===== config.mk =====
export PLATFORM = sky130hd
export DESIGN_NAME = sync_ram
export DESIGN_NICKNAME = d
export VERILOG_FILES = /design/src/rtl/sync_ram_pkg.sv /design/src/rtl/sync_ram_rd_pipe.sv /design/src/rtl/sync_ram.sv
export SDC_FILE = /design/constraint.sdc
export NUM_CORES = 1
export LEC_CHECK = 0
export BUFFER_PORTS_ARGS = -buffer_cell sky130_fd_sc_hd__buf_2
export CORE_MARGIN = 8
export CORE_UTILIZATION = 30
export DETAILED_ROUTE_END_ITERATION = 8
export GPL_ROUTABILITY_DRIVEN = 0
export RECOVER_POWER = 25
export SYNTH_ARGS = -nofsm -noshare
export SYNTH_HDL_FRONTEND = slang
export SYNTH_SLANG_ARGS = --single-unit

===== constraint.sdc =====
create_clock -name clk -period 2.55 [get_ports clk]
set_clock_uncertainty 0.1 [all_clocks]
set_input_delay 0.1275 -clock clk [delete_from_list [all_inputs] [get_ports clk]]
set_output_delay 0.1275 -clock clk [all_outputs]
set_load 0.02 [all_outputs]

===== src/rtl/sync_ram_pkg.sv =====
// rtl/sync_ram_pkg.sv - shared constants, FSM encoding and byte-merge helper for sync_ram
package sync_ram_pkg;

    localparam int RDW_READ_FIRST  = 0;
    localparam int RDW_WRITE_FIRST = 1;

    // Widest word the merge helper handles; callers cast in and out of this width.
    localparam int MERGE_MAX_W = 256;

    typedef enum logic {
        ST_IDLE  = 1'b0,
        ST_CLEAR = 1'b1
    } state_t;

    function automatic logic [MERGE_MAX_W-1:0] byte_merge(
        input logic [MERGE_MAX_W-1:0]   old_word,
        input logic [MERGE_MAX_W-1:0]   new_word,
        input logic [MERGE_MAX_W/8-1:0] be
    );
        logic [MERGE_MAX_W-1:0] res;
        res = old_word;
        for (int i = 0; i < MERGE_MAX_W/8; i++) begin
            if (be[i]) begin
                res[8*i +: 8] = new_word[8*i +: 8];
            end
        end
        return res;
    endfunction

endpackage


===== src/rtl/sync_ram_rd_pipe.sv =====
// rtl/sync_ram_rd_pipe.sv - read valid/data pipeline for one or two cycles of latency, with flush
module sync_ram_rd_pipe #(
    parameter int DATA_W = 16,
    parameter int RD_LAT = 1
) (
    input  logic              clk,
    input  logic              rst,
    input  logic              flush,
    input  logic              in_valid,
    input  logic [DATA_W-1:0] in_data,
    output logic              out_valid,
    output logic [DATA_W-1:0] out_data
);

    logic              v1;
    logic [DATA_W-1:0] d1;

    // Data registers only load on a valid beat so the output holds between reads.
    always_ff @(posedge clk) begin
        if (rst) begin
            v1 <= 1'b0;
            d1 <= '0;
        end else if (flush) begin
            v1 <= 1'b0;
        end else begin
            v1 <= in_valid;
            if (in_valid) begin
                d1 <= in_data;
            end
        end
    end

    if (RD_LAT == 1) begin : g_lat1
        assign out_valid = v1;
        assign out_data  = d1;
    end else begin : g_lat2
        logic              v2;
        logic [DATA_W-1:0] d2;

        always_ff @(posedge clk) begin
            if (rst) begin
                v2 <= 1'b0;
                d2 <= '0;
            end else if (flush) begin
                v2 <= 1'b0;
            end else begin
                v2 <= v1;
                if (v1) begin
                    d2 <= d1;
                end
            end
        end

        assign out_valid = v2;
        assign out_data  = d2;
    end

endmodule


===== src/rtl/sync_ram.sv =====
// rtl/sync_ram.sv - simple-dual-port synchronous RAM with byte enables, read latency 1/2 and clear engine
module sync_ram
    import sync_ram_pkg::*;
#(
    parameter int DATA_W   = 16,
    parameter int ADDR_W   = 5,
    parameter int DEPTH    = 2**ADDR_W,
    parameter int RD_LAT   = 1,
    parameter int RDW_MODE = 0
) (
    input  logic                clk,
    input  logic                rst,
    input  logic                clr,
    output logic                busy,
    input  logic                wr_en,
    input  logic [ADDR_W-1:0]   wr_addr,
    input  logic [DATA_W-1:0]   wr_data,
    input  logic [DATA_W/8-1:0] wr_be,
    input  logic                rd_en,
    input  logic [ADDR_W-1:0]   rd_addr,
    output logic                rd_valid,
    output logic [DATA_W-1:0]   rd_data
);

    localparam int                IDX_W   = (DEPTH > 1) ? $clog2(DEPTH) : 1;
    localparam logic [ADDR_W:0]   DEPTH_L = (ADDR_W+1)'(DEPTH);
    localparam logic [ADDR_W-1:0] LAST    = ADDR_W'(DEPTH - 1);

    state_t            state, state_next;
    logic [ADDR_W-1:0] cnt, cnt_next;

    logic [DATA_W-1:0] mem [DEPTH];

    logic              ports_open;
    logic              wr_in_range, rd_in_range;
    logic              wr_fire, rd_fire, collide;
    logic [IDX_W-1:0]  wr_idx, rd_idx, cnt_idx;
    logic [DATA_W-1:0] wr_merged, clr_word, rd_result;

    always_ff @(posedge clk) begin
        if (rst) begin
            state <= ST_CLEAR;
            cnt   <= '0;
        end else begin
            state <= state_next;
            cnt   <= cnt_next;
        end
    end

    // A clr pulse restarts the sweep from word 0 regardless of the current state.
    always_comb begin
        state_next = state;
        cnt_next   = cnt;
        if (clr) begin
            state_next = ST_CLEAR;
            cnt_next   = '0;
        end else begin
            case (state)
                ST_CLEAR: begin
                    if (cnt == LAST) begin
                        state_next = ST_IDLE;
                        cnt_next   = '0;
                    end else begin
                        cnt_next = cnt + 1'b1;
                    end
                end
                ST_IDLE: begin
                    state_next = ST_IDLE;
                end
                default: begin
                    state_next = ST_CLEAR;
                    cnt_next   = '0;
                end
            endcase
        end
    end

    assign busy       = (state == ST_CLEAR);
    assign ports_open = (state == ST_IDLE) && !rst && !clr;

    assign wr_in_range = ({1'b0, wr_addr} < DEPTH_L);
    assign rd_in_range = ({1'b0, rd_addr} < DEPTH_L);
    assign wr_fire     = ports_open && wr_en && wr_in_range;
    assign rd_fire     = ports_open && rd_en;
    assign collide     = wr_fire && (wr_addr == rd_addr);

    assign wr_idx  = wr_addr[IDX_W-1:0];
    assign rd_idx  = rd_addr[IDX_W-1:0];
    assign cnt_idx = cnt[IDX_W-1:0];

    assign wr_merged = DATA_W'(byte_merge(MERGE_MAX_W'(mem[wr_idx]),
                                          MERGE_MAX_W'(wr_data),
                                          (MERGE_MAX_W/8)'(wr_be)));
    assign clr_word  = DATA_W'(byte_merge(MERGE_MAX_W'(mem[cnt_idx]), '0, '1));

    always_ff @(posedge clk) begin
        if (state == ST_CLEAR && !rst && !clr) begin
            mem[cnt_idx] <= clr_word;
        end else if (wr_fire) begin
            mem[wr_idx] <= wr_merged;
        end
    end

    // Out-of-range reads still complete, returning zero.
    always_comb begin
        rd_result = '0;
        if (rd_in_range) begin
            if (RDW_MODE == RDW_WRITE_FIRST && collide) begin
                rd_result = wr_merged;
            end else begin
                rd_result = mem[rd_idx];
            end
        end
    end

    sync_ram_rd_pipe #(
        .DATA_W (DATA_W),
        .RD_LAT (RD_LAT)
    ) u_rd_pipe (
        .clk       (clk),
        .rst       (rst),
        .flush     (clr),
        .in_valid  (rd_fire),
        .in_data   (rd_result),
        .out_valid (rd_valid),
        .out_data  (rd_data)
    );

endmodule


# --- Yosys cells after proc, flatten, opt, wreduce, memory -nomap -nowiden ---
# Memory sizes are Yosys's and may differ from the RTL's. A register that Yosys moved wholly into a read port is not among the register bits.
# Index checks and enable logic that the tools add are counted.
classes:
  multipliers: 0
  div_mod_pow: 0
  shift: 0
  n_bitwise: 2
  eq_ne: 3
  n_mux: 13
  n_addsub: 1
  n_lt_le_gt_ge: 0
  reduce_logical: 13
op_table:
  columns: ["operator", "n"]
  rows:
  - ["$mux 16", 1]
  - ["$mux 8", 2]
  - ["$reduce_or 16->1", 1]
  - ["$mux 5", 2]
  - ["$logic_and 1x1->1", 6]
  - ["$mux 1", 6]
  - ["$reduce_and 2->1", 3]
  - ["$add 5x1->5 const B", 1]
  - ["$eq 5x5->1 const B", 1]
  - ["$logic_not 1->1", 2]
  - ["$mux 2", 1]
  - ["$ne 1x1->1 const B", 2]
  - ["$not 1->1", 2]
  - ["$pmux 1 s2", 1]
  - ["$reduce_or 2->1", 1]
word_totals:
  ramBits: 512
  input_bits: 33
  register_bits: 7
  latchBits: 0
  output_inout_bits: 18
  mem_bits_ro: 0
  memories: 1
memory_table:
  columns: ["name", "depth", "width", "rd", "rd_ports_with_merged_regs", "wr", "line_no", "rtl"]
  rows:
  - ["mem", 32, 16, 1, 1, 1, "sync_ram.sv:32", "logic [DATA_W-1:0] mem [DEPTH];"]

# --- Depth between registers and ports, before layout ---
# Gate-level depths: netlist (run 1).
depth:
  word_depth: 10
  mapped_depth: 8

# --- Hierarchy ---
# From an unflattened synthesis (run 1), not the netlist that was laid out.
unflattened:
  cells_unflattened: 1320
  hier_area_um2: 21640.8
by_module_without_submodules:
  columns: ["module", "area_each_um2", "cells_per_inst", "seq_area_each_um2", "instances"]
  rows:
  - ["sync_ram", 20837.5, 1247, 15494.9, 1]
  - ["sync_ram_rd_pipe", 803.3, 73, 340.3, 1]

# --- Worst setup path before layout (run 1) ---
# OpenSTA, ideal clock, no wires.
synth_timing:
  path_type: "input port to flip-flop"
  startpoint: "input rst"
  endpoint: "memory mem[6][0], enable pin"
  n_path_buf: 3
  path_stages: 8
  arrival_time_ns: 2.003
  required_ns: 2.080
  slack_ns: 0.076
  cell_sequence: "buf_2 -> or2_1 -> buf_2 -> nor3_4 -> buf_4 -> mux2i_1 -> nand2_1 -> nor2_1"
synth_via:
  elab_chain_cells: 10
  elab_cells_between_ends: 16
synth_lines:
  columns: ["element", "line_no", "rtl"]
  rows:
  - ["from (decl)", "sync_ram.sv:12", "input logic rst,"]
  - ["$logic_not 1->1 (*)", "sync_ram.sv:79, sync_ram.sv:97", null]
  - ["$logic_and 1x1->1 (2 in a row)", "sync_ram.sv:79", "assign ports_open = (state == ST_IDLE) && !rst && !clr;"]
  - ["$logic_and 1x1->1", "sync_ram.sv:83", "assign wr_fire = ports_open && wr_en && wr_in_range;"]
  - ["$mux 1", "sync_ram.sv:99", "end else if (wr_fire) begin"]
  - ["$mux 1", "sync_ram.sv:97", "if (state == ST_CLEAR && !rst && !clr) begin"]
  - ["$mux 1 (not written as such)", "sync_ram.sv:100", "mem[wr_idx] <= wr_merged;"]
  - ["$reduce_and 2->1 (no line)", null, null]
  - ["$reduce_or 16->1 (no line)", null, null]
  - ["$mux 5 (no line) or $mux 2 (tied branches)", null, null]
  - ["to (decl)", "sync_ram.sv:32", null]
# Every way passes the cells marked *; elsewhere a longest branch is shown, timed or not.

# --- Final worst setup path (run 1) ---
layout_timing:
  startpoint: "register state (netlist: busy)"
  endpoint: "memory mem[9][7], enable pin"
layout_via:
  elab_chain_cells: 10
  elab_cells_between_ends: 16
layout_lines:
  columns: ["element", "line_no", "rtl"]
  rows:
  - ["from (decl)", "sync_ram.sv:29", "state_t state, state_next;"]
  - ["from (signal assigned)", "sync_ram.sv:45", "state <= state_next;"]
  - ["$not 1->1", "sync_ram.sv:79", null]
  - ["$logic_and 1x1->1 (2 in a row)", "sync_ram.sv:79", null]
  - ["$logic_and 1x1->1", "sync_ram.sv:83", null]
  - ["$mux 1", "sync_ram.sv:99", null]
  - ["$mux 1", "sync_ram.sv:97", null]
  - ["$mux 1 (not written as such)", "sync_ram.sv:100", null]
  - ["$reduce_and 2->1 (no line)", null, null]
  - ["$reduce_or 16->1 (no line)", null, null]
  - ["$mux 5 (no line) or $mux 2 (tied branches)", null, null]
# Parallel ways exist; a longest one is shown, timed or not.

==> results of run 1 <==
==> power by group through the flow <==
| stage | Clock (mW) | Combinational, mW | Sequential, mW |
|---|---|---|---|
| 2_1_floorplan | 0 | 0.363 | 9.69 |
| 3_3_place_gp | 0 | 0.536 | 9.69 |
| 3_5_place_dp | 0 | 0.541 | 9.69 |
| 4_1_cts | 7.36 | 0.544 | 9.50 |
| 5_1_grt | 7.70 | 0.574 | 9.50 |
| 6_report | 7.20 | 0.544 | 9.50 |
==> final cells by class <==
class | count | share of cell area (%)
sequential | 535 | 63.3
multi-input combinational | 652 | 20.2
clock buffer | 65 | 5.48
timing repair buffer | 181 | 5.28
tap | 950 | 4.75
clock inverter | 32 | 0.895
inverter | 3 | 0.0450
antenna | 2 | 0.0200
==> metal layers <==
layer  track usage (%)  routed length [um]  up-vias
met5                 0                   0        -
met4              3.50                1350        0
met3              2.86                4340       76
met2              18.6               22800      421
met1              17.4               22600     5910
li1                  -                   -     5338
==> worst max-delay path: stages, from the launching register on <==
cell and delay (ps):
dfxtp_1 330, nor3_4 370, buf_4 230, nor4b_1 70
a31oi_1 850, nor2_1 90, buf_4 220
==> placed cells by master (no fill, tap or decap), types with 12 or more instances in the layout <==
cell type	instances
clkinv_1	12
clkbuf_16	53
edfxtp_1	512
buf_4	114
dfxtp_1	23
or4_1	16
nor2_1	90
a21oi_1	69
and2_1	15
buf_2	32
nand2_1	13
a22oi_1	128
clkbuf_1	29
mux2i_1	261
==> repair_timing <==
item                                    4_1_cts  5_1_grt
hold buffers                                  1        0
endpoints found under the setup margin        0      128
hold endpoints to repair                      1        0
==> flip-flops by register name (all words and copies together), names as in the netlist <==
register / cells
cnt: 5
mem: 512
u_rd_pipe.out_valid: 1
u_rd_pipe.out_data: 16
busy: 1
==> cells by family (layout without fill, tap and decap cells) <==
group                    count (synthesis)  in the layout  synth area share [%]
buffers and inverters                   79            281                  2.30
flip-flops                             535            535                  74.0
AND/OR/NAND/NOR                        163            163                  3.79
other                                    0              2                     0
AO/OA/AOI/OAI                          225            225                  7.53
adder cells (fa/ha/maj)                  2              2                 0.117
multiplexers                           262            262                  12.3
==> worst max path at each step <==
stage	end	startpoint	depth (start not counted)
CTS	mem[9][3]$_DFFE_PP_	busy$_SDFF_PP1_	6
finish	mem[9][7]$_DFFE_PP_	busy$_SDFF_PP1_	6
global placement	mem[9][9]$_DFFE_PP_	rst	8
global route	mem[10][10]$_DFFE_PP_	busy$_SDFF_PP1_	6
detailed placement	mem[11][1]$_DFFE_PP_	rst	8
floorplan	mem[6][0]$_DFFE_PP_	rst	8
==> metrics by stage <==
| stage | setup slack [ps] | util, % | power, mW |
|---|---|---|---|
| CTS | 89.5 | 35.5 | 17.4 |
| global placement | -117 | 33.2 | 10.2 |
| detailed placement | -138 | 33.2 | 10.2 |
| global route | -73.4 | 35.2 | 17.8 |
| floorplan | 76.3 | - | 10.1 |
| finish | 55.6 | 35.2 | 17.2 |
==> metrics.md, run 1 <==
| Metric | Value |
|---|---|
| Status | finished, final reports clean |
| Hold Crit Endpoint | u_rd_pipe.out_data[12]$_SDFFE_PP0P_ |
| Post-synth top area cell | edfxtp_1 |
| CTS tree | yes |
| Clk pwr share | 41.7% |
| H-tree levels | 2 |
| Tmin final | about 2500 ps |
| Nets | 1460 |
| Initial core utilization | 30.1% |
| CP arrival | 2710 ps |
| Area of the multi-input gates | around 5100 sq um |
| I/O pin count | 51 |
| All-Layer GR Usage | 12.2% |
| Most used flip-flop cell after synthesis | edfxtp_1 |
| RSZ-0062 raised after global routing | true |
| Max transition margin | 20.2% |
| Clock latency on the worst-skew pair | ~580 ps |
| Most frequent cell after synthesis | edfxtp_1 |
| Num rows | 98 |
| Largest net degree at the start of global routing | between 60 and 70 |
| Total grt overflow | 0 |
| Reg2Reg Setup Slack | ~56 ps |
| Reg power frac | 55.1% |
| Kind of critical path | register to register |
| Post-route cell area | 25000 sq um |
| Crit share post-route | 97.8% |
| Pwr per Cell Area | about 700 nW/um^2 |
| TritonCTS Buffers | 52 |
| P_int | between 10 and 15 mW |
| Sink Count | 535 |
| First-pass GRT wire length | around 76000 um |
| FF-to-FF End | mem[9][7]$_DFFE_PP_ |
| Vias post-DR | 11745 |
| Final WL | 51100 um |
| Seq/Total Area, Yosys | 74.0% |
| Worst Path Required | 2770 ps |
| Vias in the first global route | roughly 12000 |
| DRT Pass-1 Iters | 5 |
| Fill cells | 6686 |
| Max-Cap Viols | 0 |
| Die Ht | 283 um |
| Most frequent cells after synthesis | edfxtp_1 (512), mux2i_1 (261), a22oi_1 (128) |
| DRC viols | 0 |
| Placed Instance Area | 23600 sq um |
| Post-synthesis async set-or-reset flop share | 0% |
| Maximum clock rate | 0.401 GHz |
| VDD IR max | 0.000404 V |
| Total setup buffers inserted after CTS | 0 |
| Min-delay src | rst |
| Flops & latches, synth | 535 |
| Avg Cell Area, Syn | 16.9 sq um |
| Worst Hold Margin | 58.1 ps |
| Mapped cell area | ~21000 sq um |
| Clock Pin Slew Worst Setup and Hold Paths | 60 ps |
| Hpwl dp | between 30000 and 40000 um |
| DRT antenna net count | 0 |
| Hold depth | 3 |
| Worst Tran Pin Value | roughly 1200 ps |
| Synth area leaders | edfxtp_1 (72%), mux2i_1 (12%), a22oi_1 (4.5%) |
| Die width | 283 um |
| Synth Warn # | 0 |
| Final setup viols | 0 |
| Final hold violation count | 0 |
| Syn Inst Count | 1266 |
| DRC violation total after the first TritonRoute iteration | ~1300 |
| Routed WL per cell | 21.1 um |
| Worst Hold Class | input port to register |
| Clock buffer depth | 3 |
| Core area | 71000 sq um |
| Register area | 15800 sq um |
| Vias per cell | 4.85 |
| RR Startpoint | busy$_SDFF_PP1_ |
| Worst Setup End Kind | register |
| Syn Nets | 1301 |
| Post-synth cell types | 37 |
| Slew Limit Fails | 0 |
| Layout cell share with drive strength beyond 1 | between 10% and 20% |
| Inst Count DP | 2320 |
| Fin Setup TNS | 0 ps |
| P_leak | around 7.7 nW |
| Root buf cell | clkbuf_16 |
| R2R cell count | 6 |
| CTS resizes | 0 |
| Post-route insts no fill | approximately 2400 |
| Layout area overhead | 16.9% |
| Initial antenna violation count | 2 |
| Logic pwr share | 3.2% |
| Sw Ratio | ~20% |
| Top-area cell type share of the netlist area | 71.9% |
| Die area | 80100 sq um |
| Crit-path max FO | 9 |
| NetSw | 3.52 mW |
| CP Launch Type | register |
| Post-synth EDFFs | 512 |
| Port buffer count | 50 |
Power figures use the tool's default switching activity.
==> run 2: changes to the inputs <==
--- a/config.mk
+++ b/config.mk
@@ -8,8 +8,10 @@
 export BUFFER_PORTS_ARGS = -buffer_cell sky130_fd_sc_hd__buf_2
 export CORE_MARGIN = 8
 export CORE_UTILIZATION = 30
+export CTS_CLUSTER_SIZE = 14
 export DETAILED_ROUTE_END_ITERATION = 8
 export GPL_ROUTABILITY_DRIVEN = 0
+export HOLD_SLACK_MARGIN = 0.1
 export RECOVER_POWER = 25
 export SYNTH_ARGS = -nofsm -noshare
 export SYNTH_HDL_FRONTEND = slang
==> constraint.sdc (replaced) <==
create_clock -name clk -period 2.18 [get_ports clk]
set_clock_uncertainty 0.1 [all_clocks]
set_input_delay 0.109 -clock clk [delete_from_list [all_inputs] [get_ports clk]]
set_output_delay 0.109 -clock clk [all_outputs]
set_load 0.02 [all_outputs]
==> metrics.md, run 2 (same netlist as run 1, synthesis figures left out) <==
| Metric | Value |
|---|---|
| Metal3 WL | 3990 um (-8.1%) |
| CP Launch Type | register |
| Metal2 WL | 22600 um (-0.77%) |
| Kind of critical path | register to register |
| Vias per cell | 4.78 (-1.4%) |
| Maximum clock rate | 0.475 GHz (+18%) |
| Uppermost layer routed | met5 |
| RR Startpoint | busy$_SDFF_PP1_ |
| Area of the multi-input gates | 5350 sq um (+5.8%) |
| Power Total | 20.7 mW (+20%) |
| Root buf cell | clkbuf_16 |
| VDD IR max | 0.000492 V (+22%) |
| Die width | 283 um (unchanged) |
| Clock latency on the worst-skew pair | 570 ps (about the same) |
| Vias post-DR | 11791 (+0.39%) |
| H-tree levels | 2 (unchanged) |
| Worst Tran Pin Value | 939 ps (-252 ps) |
| DRC violation total after the first TritonRoute iteration | 1029 (-19%) |
| Nets | 1508 (+3.3%) |
| Commonest non-fill, non-tap cells in the layout | edfxtp_1 (512), mux2i_1 (260), a22oi_1 (128) |
| Vias in the first global route | 12098 (+2.7%) |
| Crit-path max FO | 8 (-1) |
| Initial core utilization | 30.1% (unchanged) |
| Port buffer count | 50 (unchanged) |
| RSZ-0062 raised after global routing | true |
| Slowest CP cell | a31oi_4 |
| Final setup viols | 0 (unchanged) |
| FF-to-FF End | mem[4][0]$_DFFE_PP_ |
| Slew Limit Fails | 0 (unchanged) |
| Hpwl dp | 33600 um (+3.8%) |
| Status | finished, final reports clean |
| Routed WL per cell | 21.2 um (+0.49%) |
| CP arrival | 2340 ps (-370 ps) |
| Num rows | 98 (unchanged) |
| I/O pin count | 51 (unchanged) |
| Final hold violation count | 0 (unchanged) |
| DRC viols | 0 (unchanged) |
| Core area | 71000 sq um (unchanged) |
| Final core utilization | 37.1% (+1.9 points) |
| Hold depth | 6 (+3) |
| Commonest non-fill, non-tap cell in the layout | edfxtp_1 |
| Hold Crit Endpoint | u_rd_pipe.out_data[9]$_SDFFE_PP0P_ |
| Sink Count | 535 (unchanged) |
| Largest register FFs | 512 (unchanged) |
| Inst Count DP | 2343 (+0.99%) |
| Clock buffer depth | 3 (unchanged) |
| Tmin final | 2110 ps (-388 ps) |
| Layout cell share with drive strength beyond 1 | 23.2% (+5.7 points) |
| Layout area overhead | 23.1% |
| Fill cells | 6513 (-2.6%) |
| Largest Register | mem |
| Die Ht | 283 um (unchanged) |
| M1 WL | 24300 um (+7.5%) |
| Post-route insts no fill | 2465 (+1.9%) |
| DRT antenna net count | 0 (unchanged) |
| Total grt overflow | 0 (unchanged) |
| Worst Hold Class | input port to register |
| R2R cell count | 8 (+2) |
| All-Layer GR Usage | 12.6% (+0.31 points) |
| Largest net degree at the start of global routing | 34 (-48%) |
| TritonCTS Buffers | 52 (unchanged) |
| Max-Cap Viols | 0 (unchanged) |
| Pwr per Cell Area | 784 nW/um^2 (+14%) |
| Crit path cell chain | nor3_4 > buf_12 > buf_8 > buf_6 > nor4b_4 > a31oi_4 > nor2_1 > buf_4 |
| Min-delay src | rd_addr[3] |
| Final WL | 52300 um (+2.4%) |
| Crit share post-route | 96.6% (-1.2 points) |
| P_leak | 10.1 nW (+31%) |
| Initial antenna violation count | 5 (+3) |
| Clock Pin Slew Worst Setup and Hold Paths | 60 ps (about the same) |
| CP peak stage delay | 480 ps (-370 ps) |
| Die area | 80100 sq um (unchanged) |
| Register area | 15800 sq um (about the same) |
| First-pass GRT wire length | 77900 um (+3.0%) |
| Reg2Reg Setup Slack | 70 ps (+20 ps) |
| Worst Setup End Kind | register |
| DRT Pass-1 Iters | 5 (unchanged) |
| CTS tree | yes |
| Max transition margin | 37.2% (+17 points) |
| Worst Path Required | 2410 ps (-360 ps) |
==> run 2: cell count changes in the layout (fill, tap and decap cells not counted), sizes merged <==
| cell | before | now |
|---|---|---|
| inv | 6 | 4 |
| buf | 156 | 192 |
| clkinv | 23 | 22 |
| bufinv | 2 | 3 |
| dlygate4sd3 | 1 | 19 |
| clkbuf | 89 | 85 |
| clkinvlp | 4 | 1 |
==> run 2: critical path: cells and delay by family, from the launching register on <==
family,cells,cell delay (ps)
flip-flops,1,340
buffers and inverters,4,550
AO/OA/AOI/OAI,1,480
AND/OR/NAND/NOR,3,400
==> run 2: worst max-delay path by stage <==
stage	from	endpoint	slack, ps
global placement	rst	mem[4][2]$_DFFE_PP_	-290
floorplan	rst	mem[20][10]$_DFFE_PP_	-180
detailed placement	rst	mem[4][7]$_DFFE_PP_	-320
CTS	busy$_SDFF_PP1_	mem[12][14]$_DFFE_PP_	1
global route	busy$_SDFF_PP1_	mem[16][9]$_DFFE_PP_	-30
finish	busy$_SDFF_PP1_	mem[4][0]$_DFFE_PP_	70
==> run 2: layer usage <==
| layer | GRT usage (%) | up-vias |
|---|---|---|
| li1 | - | 5444 |
| met1 | 18.1 | 5855 |
| met2 | 18.5 | 396 |
| met3 | 2.92 | 92 |
| met4 | 3.98 | 4 |
| met5 | 0 | - |
==> run 2: cell type report <==
type	instances	area share (%)
Inverter	3	0.0427
Clock inverter	27	0.783
Antenna cell	2	0.0190
Sequential cell	535	60.1
Timing Repair Buffer	229	8.85
Clock buffer	67	5.39
Multi-Input combinational cell	652	20.3
Tap cell	950	4.51
==> run 2: per-stage QoR <==
| stage | worst slack (ps) | hold slack, ps | setup TNS [ps] | cell area (sq um) |
|---|---|---|---|---|
| global placement | -288 | 415 | -43110 | 24400 |
| finish | 73.1 | 236 | 0 | 26400 |
| CTS | 1.44 | 192 | 0 | 26300 |
| global route | -27.3 | 254 | -431 | 26300 |
| detailed placement | -315 | 420 | -64810 | 24400 |
| floorplan | -175 | 285 | -97460 | 21600 |
==> run 2: repair_timing <==
item                                   in CTS  in global routing
resized for setup                           1                 12
setup endpoints to repair                 104                335
pin swaps                                   1                  2
endpoints found under the hold margin     519                  0
hold buffers                               19                  0
buffers inserted                            3                  4
==> run 2: report_power, final <==
group          switching, mW  internal [mW]
clock network           3.66           4.93
registers            0.00756           11.1
logic                  0.557          0.409
total                   4.23           16.4
==> run 3: changes to the inputs <==
--- a/config.mk
+++ b/config.mk
@@ -5,13 +5,16 @@
 export SDC_FILE = /design/constraint.sdc
 export NUM_CORES = 1
 export LEC_CHECK = 0
+export ABC_AREA = 1
 export BUFFER_PORTS_ARGS = -buffer_cell sky130_fd_sc_hd__buf_2
+export CAP_MARGIN = 20
 export CORE_MARGIN = 8
-export CORE_UTILIZATION = 30
+export CORE_UTILIZATION = 55
 export CTS_CLUSTER_SIZE = 14
 export DETAILED_ROUTE_END_ITERATION = 8
 export GPL_ROUTABILITY_DRIVEN = 0
 export HOLD_SLACK_MARGIN = 0.1
+export PLACE_DENSITY = 0.74
 export RECOVER_POWER = 25
 export SYNTH_ARGS = -nofsm -noshare
 export SYNTH_HDL_FRONTEND = slang
==> metrics.md, run 3 <==
| Metric | Value |
|---|---|
| Syn Nets | 1975 (+52%) |
| Post-synthesis compound-gate area fraction | 1.22% (-6.3 points) |
| CP Launch Type | register |
| I/O pin count | 51 (unchanged) |
| Final setup viols | 501 (+501) |
| Commonest non-fill, non-tap cell in the layout | nand2_1 |
| Maximum clock rate | 0.437 GHz (-8.0%) |
| Port buffer count | 50 (unchanged) |
| Die area | 46600 sq um (-42%) |
| CP Launch Point | busy$_SDFF_PP1_ |
| Worst Path Required | 2370 ps (-40 ps) |
| Post-synth top area cell | edfxtp_1 |
| Most frequent cell after synthesis | nand2_1 |
| Post-Synth Simple-Gate Area | 23.6% (+20 points) |
| Setup ws final | -110 ps (-183 ps) |
| Mux contribution to synthesized area | 0% (-12 points) |
| Initial antenna violation count | 1 (-4) |
| FF-to-FF End | mem[17][5]$_DFFE_PP_ |
| Layout cell share with drive strength beyond 1 | 18.1% (-5.1 points) |
| Vias in the first global route | 15826 (+31%) |
| DRC violation total after the first TritonRoute iteration | 2381 (+130%) |
| P_int | 16.9 mW (+2.6%) |
| Failing checks | negative setup slack |
| Uppermost layer routed | met5 |
| Layout area overhead | 25.8% |
| Worst Hold Class | input port to register |
| Fin Setup TNS | -19110 ps (-19110 ps) |
| R2R cell count | 10 (+2) |
| Clock Pin Slew Worst Setup and Hold Paths | 60 ps (about the same) |
| Hold depth | 4 (-2) |
| Post-synthesis async set-or-reset flop share | 0% (unchanged) |
| DRT Pass-1 Iters | 6 (+1) |
| Crit share post-route | 105% (+8.4 points) |
| CTS tree | yes |
| Synth Warn # | 0 (unchanged) |
| Status | finished with violations |
| Syn Inst Count | 1940 (+53%) |
| Metal3 WL | 6710 um (+68%) |
| Synth area leaders | edfxtp_1 (70%), nand2_1 (11%), nand3_1 (9.6%) |
| Root buf cell | clkbuf_16 |
| Synth Area in XOR/XNOR | 0% (unchanged) |
| Crit-path max FO | 8 (unchanged) |
| Commonest non-fill, non-tap cells in the layout | nand2_1 (670), edfxtp_1 (512), nand3_1 (421) |
| Routed WL per cell | 23.3 um (+9.7%) |
| Sw Ratio | 21.5% (+1.1 points) |
| Largest register FFs | 512 (unchanged) |
| Vias per cell | 6.05 (+26%) |
| CP arrival | 2480 ps (+140 ps) |
| Top-area cell type share of the netlist area | 69.9% (-1.9 points) |
| Hpwl dp | 35500 um (+5.7%) |
| Kind of critical path | register to register |
| Clock latency on the worst-skew pair | 590 ps (+20 ps) |
| Die width | 216 um (-24%) |
| Core area | 39600 sq um (-44%) |
| Largest Register | mem |
| H-tree levels | 2 (unchanged) |
| VDD IR max | 0.000760 V (+55%) |
| All-Layer GR Usage | 25.9% (+13 points) |
| Avg Cell Area, Syn | 11.3 sq um (-33%) |
| M1 WL | 22100 um (-9.2%) |
| Final WL | 62200 um (+19%) |
| Flops & latches, synth | 535 (unchanged) |
| Metal2 WL | 30400 um (+35%) |
| Worst Tran Pin Value | 608 ps (-331 ps) |
| Pwr per Cell Area | 777 nW/um^2 (-0.95%) |
| Worst Setup End Kind | register |
| Clk pwr share | 42.9% (+1.3 points) |
| Reg power frac | 51.6% (-2.1 points) |
| Hold Crit Endpoint | u_rd_pipe.out_data[11]$_SDFFE_PP0P_ |
| Slew Limit Fails | 0 (unchanged) |
| Reg2Reg Setup Slack | -110 ps (-180 ps) |
| DRT antenna net count | 0 (unchanged) |
| Most frequent cells after synthesis | nand2_1 (671), edfxtp_1 (512), nand3_1 (421) |
| Post-synth cell types | 23 (-38%) |
| Total grt overflow | 0 (unchanged) |
| Largest family of logic cells by synthesized area | simple AND/OR/NAND/NOR gates |
| Max transition margin | 59.5% (+22 points) |
| Final hold violation count | 0 (unchanged) |
| Post-route insts no fill | 2672 (+8.4%) |
| Adder-Cell Fraction of Synth Area | 0.114% (-0.0031 points) |
| Clock buffer depth | 3 (unchanged) |
| Logic pwr share | 5.5% (+0.8 points) |
| Inst Count DP | 2489 (+6.2%) |
| Seq/Total Area, Yosys | 72.0% (-2.0 points) |
| Mapped cell area | 22000 sq um (+2.7%) |
| Sink Count | 535 (unchanged) |
| Tmin final | 2290 ps (+183 ps) |
| RSZ-0062 raised after global routing | true |
| Vias post-DR | 16168 (+37%) |
| Nets | 2137 (+42%) |
| RR Startpoint | busy$_SDFF_PP1_ |
| Largest net degree at the start of global routing | 80 (+140%) |
| NetSw | 4.62 mW (+9.4%) |
| Min-delay src | rd_addr[4] |
| DRC viols | 0 (unchanged) |
| Num rows | 73 (-26%) |
| Most used flip-flop cell after synthesis | edfxtp_1 |
| Post-synth EDFFs | 512 (unchanged) |
| TritonCTS Buffers | 53 (+1.9%) |
| Max-Cap Viols | 0 (unchanged) |
| Initial core utilization | 55.5% (+25 points) |
| P_leak | 11.0 nW (+9.2%) |
| Die Ht | 216 um (-24%) |
| First-pass GRT wire length | 92600 um (+19%) |
-- run 3: worst max path at each step --
stage,endpoint,slack [ps],cells after the start
2_1_floorplan,mem[0][10]$_DFFE_PP_,-220,8
3_3_place_gp,mem[28][1]$_DFFE_PP_,-2,10
3_5_place_dp,mem[18][4]$_DFFE_PP_,-90,8
4_1_cts,mem[9][6]$_DFFE_PP_,-10,10
5_1_grt,mem[22][0]$_DFFE_PP_,-190,11
6_report,mem[17][5]$_DFFE_PP_,-110,10
-- run 3: layout make-up --
cell class / count / area [sq um]
tap: 525 / 657
antenna: 1 / 2.50
sequential: 535 / 15800
clock buffer: 72 / 1460
fill: 2513 / 12000
clock inverter: 27 / 298
timing repair buffer: 231 / 2850
inverter: 37 / 156
multi-input combinational: 1244 / 6400
-- run 3: cell families (layout without fill, tap and decap cells) --
| group | count (synthesis) | in the layout |
|---|---|---|
| AOI/OAI and AO/OA | 45 | 46 |
| adders and majority gates | 2 | 2 |
| DFF | 535 | 535 |
| and+or+nand+nor | 1196 | 1196 |
| other | 0 | 1 |
| buffers and inverters | 162 | 367 |
-- run 3: timing repair --
item                                    in CTS  in global routing
setup buffers                               44                 16
hold buffers                                20                  0
endpoints found under the setup margin     361                512
resized for setup                            4                 24
pin swaps                                   27                 27
endpoints found under the hold margin      535                  0
cloned                                       1                  2
-- run 3: critical path, stage by stage (launching register included) --
cell and delay (ps):
dfxtp_4 350, inv_4 60, nand2_4 50, nor2_4 200, o21ai_4 170, o21ai_4 230
buf_6 160, nand3_4 90, buf_12 170, nor3_4 230, buf_6 160
-- run 3: power by group through the flow --
stage | clock [mW] | sequential [mW] | combinational (mW)
global placement | 0 | 11.3 | 1.05
floorplan | 0 | 11.3 | 0.667
global route | 9.63 | 11.1 | 1.25
finish | 9.22 | 11.1 | 1.17
CTS | 9.22 | 11.1 | 1.11
detailed placement | 0 | 11.3 | 1.06
-- run 3: layer usage --
metal  vias up  track usage, %
li1       7141               -
met4         2            11.1
met3       234            4.77
met5         -               0
met2      1149            43.6
met1      7642            32.7
-- run 3: stage by stage --
stage | util (%) | hold slack, ps | power [mW] | cell area (sq um) | worst slack, ps
2_1_floorplan | - | 98.4 | 12.0 | 22800 | -218
3_3_place_gp | 62.6 | 276 | 12.4 | 24800 | -1.78
3_5_place_dp | 62.6 | 281 | 12.4 | 24800 | -89.9
4_1_cts | 68.9 | 120 | 21.4 | 27300 | -9.89
5_1_grt | 69.8 | 140 | 22.0 | 27700 | -187
6_report | 69.8 | 153 | 21.5 | 27700 | -110
